## config.mk

```make
export PLATFORM = sky130hd
export DESIGN_NAME = uart_receiver
export DESIGN_NICKNAME = d
export VERILOG_FILES = /design/src/rtl/uart_receiver.sv
export SDC_FILE = /design/constraint.sdc
export NUM_CORES = 1
export LEC_CHECK = 0
export BUFFER_PORTS_ARGS = -buffer_cell sky130_fd_sc_hd__buf_2
export CAP_MARGIN = 20
export CORE_UTILIZATION = 55
export CTS_BUF_LIST = sky130_fd_sc_hd__clkbuf_2
export CTS_CLUSTER_SIZE = 16
export DETAILED_ROUTE_END_ITERATION = 16
export HOLD_SLACK_MARGIN = 0.08
export PLACE_DENSITY = 0.73
export SLEW_MARGIN = 20
export SYNTH_ARGS = -nofsm -noshare
export SYNTH_HDL_FRONTEND = slang
export SYNTH_SLANG_ARGS = --single-unit
```

## constraint.sdc

```tcl
create_clock -name clk -period 1.7 [get_ports clk]
set_clock_uncertainty 0.2 [all_clocks]
set_input_delay 0.085 -clock clk [delete_from_list [all_inputs] [get_ports clk]]
set_output_delay 0.085 -clock clk [all_outputs]
set_load 0.05 [all_outputs]
```

## src/rtl/uart_receiver.sv

```systemverilog
// ---------------------------------------------------------------------------
// uart_receiver
//   Serial-to-parallel UART receiver. It accepts 8N1 frames, sent LSB first
//   on an idle-high line. The receiver does these steps in order:
//     - synchronises the asynchronous line through two flops;
//     - confirms the start bit at its centre;
//     - samples the eight data bits at their centres;
//     - checks the stop bit.
//
//   Optional build macro: UART_PARITY_EN
//     When it is defined, the frame becomes 8E1. A PARITY state sits between
//     DATA and STOP, and RX_PERR pulses when the even-parity bit is wrong.
//     When it is undefined, there is no PARITY state and RX_PERR is tied to 0.
//
//   Parameters
//     CLKS_PER_BIT : clk cycles per bit (legal range >= 8)
//     HALF_BIT     : cycles from the detected start edge to the start-bit
//                    centre check
//
//   Ports
//     clk       : system clock; all logic runs on the rising edge
//     rst_n     : asynchronous active-low reset
//     UART_RX   : serial line; asynchronous to clk; idle high
//     RX_DATA   : last correctly framed byte; held until the next good frame
//     RX_STATUS : one-cycle pulse meaning a new byte is valid on RX_DATA
//     RX_FERR   : one-cycle pulse meaning the stop bit was sampled low
//     RX_BUSY   : high whenever the FSM is not in IDLE
//     RX_PERR   : one-cycle parity-error pulse (constant 0 without parity)
//
//   Handshake: there is no back-pressure. RX_STATUS, RX_FERR and RX_PERR are
//   single-cycle strobes, and at most one of them is high in any cycle. The
//   consumer must capture RX_DATA in the cycle where RX_STATUS is high,
//   because the next good frame overwrites it.
//
//   The FSM state is held in r_state. The sampled line is held in r_rx_s.
// ---------------------------------------------------------------------------
module uart_receiver #(
  parameter int CLKS_PER_BIT = 5208,
  parameter int HALF_BIT     = CLKS_PER_BIT / 2
) (
  input  logic       clk,
  input  logic       rst_n,
  input  logic       UART_RX,
  output logic [7:0] RX_DATA,
  output logic       RX_STATUS,
  output logic       RX_FERR,
  output logic       RX_BUSY,
  output logic       RX_PERR
);

  localparam int CW = (CLKS_PER_BIT > 1) ? $clog2(CLKS_PER_BIT) : 1;
  localparam logic [CW-1:0] CNT_BIT_END  = CW'(CLKS_PER_BIT - 1);
  localparam logic [CW-1:0] CNT_HALF_END = CW'(HALF_BIT - 1);

  localparam logic [2:0] ST_IDLE   = 3'd0;
  localparam logic [2:0] ST_START  = 3'd1;
  localparam logic [2:0] ST_DATA   = 3'd2;
  localparam logic [2:0] ST_PARITY = 3'd3;
  localparam logic [2:0] ST_STOP   = 3'd4;
  localparam logic [2:0] ST_BREAK  = 3'd5;

  logic          r_rx_meta;
  logic          r_rx_s;
  logic [2:0]    r_state;
  logic [CW-1:0] r_cnt;
  logic [2:0]    r_bitidx;
  logic [7:0]    r_shreg;
  logic [7:0]    r_data;
  logic          r_status;
  logic          r_ferr;
  logic          w_bit_end;
  logic          w_half_end;

  assign w_bit_end  = (r_cnt == CNT_BIT_END);
  assign w_half_end = (r_cnt == CNT_HALF_END);

  // The synchroniser resets to the idle level. A line that is already idle
  // therefore cannot look like a start edge when reset is released.
  always_ff @(posedge clk or negedge rst_n) begin
    if (!rst_n) begin
      r_rx_meta <= 1'b1;
      r_rx_s    <= 1'b1;
    end else begin
      r_rx_meta <= UART_RX;
      r_rx_s    <= r_rx_meta;
    end
  end

`ifdef UART_PARITY_EN
  logic r_perr;
  logic r_par_bad;
`endif

  always_ff @(posedge clk or negedge rst_n) begin
    if (!rst_n) begin
      r_state   <= ST_IDLE;
      r_cnt     <= '0;
      r_bitidx  <= '0;
      r_shreg   <= '0;
      r_data    <= '0;
      r_status  <= 1'b0;
      r_ferr    <= 1'b0;
`ifdef UART_PARITY_EN
      r_perr    <= 1'b0;
      r_par_bad <= 1'b0;
`endif
    end else begin
      // The strobes are high for a single cycle. They are cleared here and
      // set again only at the stop-bit decision.
      r_status <= 1'b0;
      r_ferr   <= 1'b0;
`ifdef UART_PARITY_EN
      r_perr   <= 1'b0;
`endif
      case (r_state)
        ST_IDLE: begin
          r_cnt <= '0;
          if (!r_rx_s) begin
            r_state <= ST_START;
          end
        end

        // Re-check the line at the start-bit centre. A short low glitch has
        // ended by then, so it returns the FSM to IDLE without any pulse.
        ST_START: begin
          if (w_half_end) begin
            r_cnt <= '0;
            if (!r_rx_s) begin
              r_state  <= ST_DATA;
              r_bitidx <= '0;
            end else begin
              r_state <= ST_IDLE;
            end
          end else begin
            r_cnt <= r_cnt + 1'b1;
          end
        end

        // The LSB arrives first. Shifting right puts it at bit 0 after the
        // eighth sample.
        ST_DATA: begin
          if (w_bit_end) begin
            r_cnt   <= '0;
            r_shreg <= {r_rx_s, r_shreg[7:1]};
            if (r_bitidx == 3'd7) begin
`ifdef UART_PARITY_EN
              r_state <= ST_PARITY;
`else
              r_state <= ST_STOP;
`endif
            end else begin
              r_bitidx <= r_bitidx + 1'b1;
            end
          end else begin
            r_cnt <= r_cnt + 1'b1;
          end
        end

`ifdef UART_PARITY_EN
        // For even parity, the parity bit must equal the XOR of the data bits.
        ST_PARITY: begin
          if (w_bit_end) begin
            r_cnt     <= '0;
            r_par_bad <= r_rx_s ^ (^r_shreg);
            r_state   <= ST_STOP;
          end else begin
            r_cnt <= r_cnt + 1'b1;
          end
        end
`endif

        // The FSM returns to IDLE at the stop-bit centre. This leaves half a
        // bit of margin to catch a start bit that follows directly.
        ST_STOP: begin
          if (w_bit_end) begin
            r_cnt <= '0;
            if (r_rx_s) begin
              r_state <= ST_IDLE;
`ifdef UART_PARITY_EN
              if (r_par_bad) begin
                r_perr <= 1'b1;
              end else begin
                r_data   <= r_shreg;
                r_status <= 1'b1;
              end
`else
              r_data   <= r_shreg;
              r_status <= 1'b1;
`endif
            end else begin
              r_ferr  <= 1'b1;
              r_state <= ST_BREAK;
            end
          end else begin
            r_cnt <= r_cnt + 1'b1;
          end
        end

        // A held-low line (break) stays here. This gives a single framing
        // error and no false starts.
        ST_BREAK: begin
          r_cnt <= '0;
          if (r_rx_s) begin
            r_state <= ST_IDLE;
          end
        end

        default: begin
          r_state <= ST_IDLE;
          r_cnt   <= '0;
        end
      endcase
    end
  end

  assign RX_DATA   = r_data;
  assign RX_STATUS = r_status;
  assign RX_FERR   = r_ferr;
  assign RX_BUSY   = (r_state != ST_IDLE);
`ifdef UART_PARITY_EN
  assign RX_PERR   = r_perr;
`else
  assign RX_PERR   = 1'b0;
`endif

endmodule

```

# After elaboration in Yosys (flattened, before gate mapping)
# Cells that the tools add are included.
# W data, S select, Z words.
[word_totals]
register_bits = 39
inputBits = 3
out_inout_bits = 12
elab_cells = 57
[op_classes]
n_addsub = 2
n_eq_ne = 15
muxes = 23
reduce_logical = 8
[op_table]
columns = ["op", "n"]
rows = [
  ["$mux W3", 11],
  ["$mux W13", 2],
  ["$pmux W13 S2", 1],
  ["$ne A2 B2 Y1 const B", 8],
  ["$pmux W3 S5", 1],
  ["$add A13 B1 Y13 const B", 1],
  ["$eq A13 B12 Y1 const B", 1],
  ["$eq A13 B13 Y1 const B", 1],
  ["$eq A3 B3 Y1 const B", 3],
  ["$mux W1", 6],
  ["$pmux W3 S2", 1],
  ["$reduce_and A6 Y1", 1],
  ["$reduce_and A5 Y1", 1],
  ["$add A3 B1 Y3 const B", 1],
  ["$eq A3 B1 Y1 const B", 1],
  ["$eq A3 B2 Y1 const B", 1],
  ["$logic_not A3 Y1", 1],
  ["$reduce_and A3 Y1", 1],
  ["$reduce_bool A3 Y1", 1],
  ["$mux W2", 1],
  ["$reduce_and A2 Y1", 1],
  ["$reduce_bool A2 Y1", 1],
  ["$reduce_or A2 Y1", 1],
]

# Longest topological paths before layout
[depth]
depth_word = 4
ltp_mapped = 6

# Worst setup path before layout
# Ideal clock, no wire load.
[synth_timing]
path_kind = "register -> register"
startpoint = "register r_cnt[0]"
endpoint = "register r_data[1], in the netlist RX_DATA[1]"
setup_time_ps = 125
t_arrival_ps = 1556
path_slack_ps = -181
path_stages_with_launch = 6
path_cell_list = "dfrtp_1 > ha_1 > and4b_1 > and3_4 > nand3_4 > mux2_2"
[synth_via]
elab_chain_cells = 2
[synth_rtl]
columns = ["item", "line_no", "text"]
rows = [
  ["start: declaration", "65", "logic [CW-1:0] r_cnt;"],
  ["start signal: assignment", "135", "r_cnt <= r_cnt + 1'b1;"],
  ["start signal: assignment", "155", "r_cnt <= r_cnt + 1'b1;"],
  ["start signal: assignment", "195", "r_cnt <= r_cnt + 1'b1;"],
  ["$eq A13 B13 Y1", "74", "assign w_bit_end = (r_cnt == CNT_BIT_END);"],
  ["$reduce_and A3 Y1 (no line)", "n/a", ""],
  ["end signal: assignment", "187", "r_data <= r_shreg;"],
  ["end: declaration", "68", "logic [7:0] r_data;"],
]
# No other way between the ends.
# A chain may end at the register's enable or synchronous reset.

# Final worst setup path
[layout_timing]
startpoint = "register r_cnt[8]"
endpoint = "register r_data[6], in the netlist RX_DATA[6]"
# Same word-level chain as after synthesis.

==> impl_metrics.env <==
export IMPL_outcome="complete, but fails checks"
export IMPL_violations="setup timing"
export IMPL_peakVddDrop_mv=0.638
export IMPL_cp_slowest_stage_delay_ps=420
export IMPL_setup_viol=35
export IMPL_synth_distinct_cells=38
export IMPL_firstDrtPassIters=4
export IMPL_fin_crit_ps=1840
export IMPL_synth_top_area_cell="dfrtp_1"
export IMPL_grt_usage_pct=25.6
export IMPL_drv_slew=0
export IMPL_port_buffers=13
export IMPL_place_congestion=0.846
export IMPL_r2r_start="r_cnt[8]"
export IMPL_hold_viol_final=0
export IMPL_dpl_instance_area_mm2=0.00216
export IMPL_pin_count=15
export IMPL_cts_tree="yes"
export IMPL_synth_area_leaders="dfrtp_1, mux2_2, xnor2_1, nor2_1, dfstp_2"
export IMPL_rsz0062_at_grt="yes"
export IMPL_via_per_inst=5.48
export IMPL_worstSetupPathType="flip-flop to flip-flop"
export IMPL_crit_family="simple AND/OR/NAND/NOR gates"
export IMPL_die_h_um=59.6
export IMPL_crit_cells=4
export IMPL_drc=0
export IMPL_max_freq_ghz=0.544
export IMPL_synth_ff_type="dfrtp_1"
export IMPL_dp_hpwl_um=2680
export IMPL_synthToLayoutAreaGrowth_pct=34.5
export IMPL_yosys_register_bits=39
export IMPL_synthArstFlopShare_pct=100
export IMPL_avgSynthCellArea_um2=11.7
export IMPL_core_rowCount=20
export IMPL_hold_path_end="r_rx_meta"
export IMPL_wire_per_inst_um=15.7
export IMPL_drv_cap=0
export IMPL_globalRouteOverflowTotal=0
export IMPL_hold_slack_ps=111
export IMPL_cp_required_ps=1800
export IMPL_r2r_end="RX_DATA[6]"
export IMPL_cts_root_buf="clkbuf_2"
export IMPL_worst_r2r_setup_slack_ps=-140
export IMPL_antenna_found_initial=0
export IMPL_design_area_mm2=0.00246
export IMPL_cts_inserted_buffers=5
export IMPL_nNetsFinal=219
export IMPL_crit_buf_inv=0
export IMPL_worst_path_max_fanout=8
export IMPL_clk_latency_ps=390
export IMPL_crit_path_start_kind="flip-flop"
export IMPL_syn_cell_area_mm2=0.00183
export IMPL_clk_pin_slew_ps=190
export IMPL_holdCritPathClass="input port to flip-flop"
export IMPL_fin_ws_ps=-138
export IMPL_vias=1415
export IMPL_fin_crit_sh_pct=108
export IMPL_synth_edf_count=0
export IMPL_cp_arrival_ps=1940
export IMPL_fp_coreArea_mm2=0.00310
export IMPL_path_cells="and4bb_2 > and3_4 > nand3_4 > mux2_4"
export IMPL_synth_nets=162
export IMPL_clk_path_buf_depth=2
export IMPL_pwr_density_cell_mw_per_mm2=680
export IMPL_dieArea_mm2=0.00355
export IMPL_place_ws_ps=-190
export IMPL_clkSinkCount=39
export IMPL_ys_warn_count=0
export IMPL_die_w_um=59.6
export IMPL_drt_iter0_markers=72
export IMPL_ys_seq_area_share_pct=53.6
export IMPL_drt_wl_total_um=4040
export IMPL_slowest_stage="dfrtp_1"
export IMPL_worstHoldStart="UART_RX"
export IMPL_initial_core_util_pct=58.8
export IMPL_leakage_nw=1.14
export IMPL_synth_top_area_share_pct=50.7
export IMPL_reg2reg_depth=4
export IMPL_postRouteAntennaNets=0
export IMPL_grt_pass1_vias=1456
export IMPL_min_path_cells=2
export IMPL_grt_max_degree=40
export IMPL_synthCells=156
export IMPL_cts_htree_levels=2
export IMPL_cp_end_kind="flip-flop"
export IMPL_grt_first_pass_wirelength_um=6510
export IMPL_drive_gt1_share_pct=47.7
export IMPL_antenna_cells=0
export IMPL_crit_path_start="r_cnt[8]"
## worst max-delay path by stage
stage / slack [ps] / endpoint
after floorplan: -80 / RX_DATA[1]
after global placement: -90 / r_shreg[6]
after detailed placement: -190 / r_bitidx[2]
after CTS: -140 / RX_DATA[6]
after global routing: -200 / RX_DATA[6]
final: -140 / RX_DATA[6]
## layout make-up
class	count	area (um^2)
Clock inverter	2	60.1
Tap cell	44	55.1
Sequential cell	39	982
Fill cell	199	647
Inverter	5	18.8
Multi-Input combinational cell	106	888
Clock buffer	6	30.0
Timing Repair Buffer	56	422
## registers in the layout (all words and copies together), names as in the netlist
register and cells:
RX_DATA 8, r_bitidx 3, r_state 3, r_shreg 8, r_rx_s 1, r_rx_meta 1, RX_FERR 1, RX_STATUS 1
r_cnt 13
## worst register-to-register path: cells and delay by family (launching register included)
kind,cells,cell delay (ps)
flops,1,420
simple gates,3,790
mux,1,340
## timing repair
item	4_1_cts	5_1_grt
hold buffers	3	0
pin swaps	7	5
endpoints found under the setup margin	36	37
endpoints found under the hold margin	40	0
cloned	0	0
setup buffers	8	3
resized for setup	17	7
## logic make-up (layout without fill, tap and decap cells)
family,after synthesis,in the layout,synth area share [%]
xor+xnor,12,12,5.76
other cells,1,1,0.205
fa+ha+maj,3,3,2.06
mux,16,16,10.1
compound gates,8,8,3.02
simple gates,66,66,22.1
flops,39,39,53.6
buf+inv,11,69,3.22
## synthesized netlist by cell type (2+ instances only)
master     n
buf_4      2
dfrtp_1   37
dfstp_2    2
ha_1       3
inv_1      5
mux2_2    15
nand2_1    6
nand3_1    9
nand3_4    2
nand4_1    5
nor2_1    20
nor2b_1    4
nor3_1     3
nor4_1     4
nor4b_1    3
nor4bb_1   2
o21ai_0    3
xnor2_1   10
xor2_1     2
## routing by layer
metal / up-vias / part of all wire (%) / GRT usage, %
met1: 707 / 41 / 28.2
met5: - / 0 / 0
met2: 34 / 52 / 44.1
met4: 0 / 3.0 / 16.3
met3: 16 / 3.2 / 6.11
li1: 658 / - / -
## cells in the final DEF (no fill, tap or decap), drive strengths merged
cell	count
and3	1
o41ai	1
xnor2	10
inv	5
and4bb	1
and4b	1
nor2b	4
nand3	11
o21ai	4
a21oi	1
nor2	21
ha	3
nand2b	1
dfstp	2
conb	1
clkbuf	6
mux2	16
a22oi	1
nand4	5
nor4bb	2
nor4b	4
a211o	1
bufinv	2
nor3	3
or3	1
xor2	2
dfrtp	37
and2	1
dlygate4sd3	3
nand2	6
nor4	4
buf	53
## report_power, final
group | switching [mW] | internal, mW
Clock | 0.297 | 0.403
Sequential | 0.00392 | 0.933
Combinational | 0.0239 | 0.00904
Total | 0.325 | 1.35
## per-stage QoR
step | instances | power, mW | TNS [ps] | util [%]
2_1_floorplan | 156 | 0.961 | -1410 | -
3_3_place_gp | 236 | 0.980 | -1530 | 69.7
3_5_place_dp | 236 | 0.981 | -3490 | 69.7
4_1_cts | 255 | 1.69 | -2920 | 77.5
5_1_grt | 258 | 1.74 | -4940 | 79.2
6_report | 258 | 1.67 | -3140 | 79.2
No activity file was read; power rests on OpenSTA's default activity.
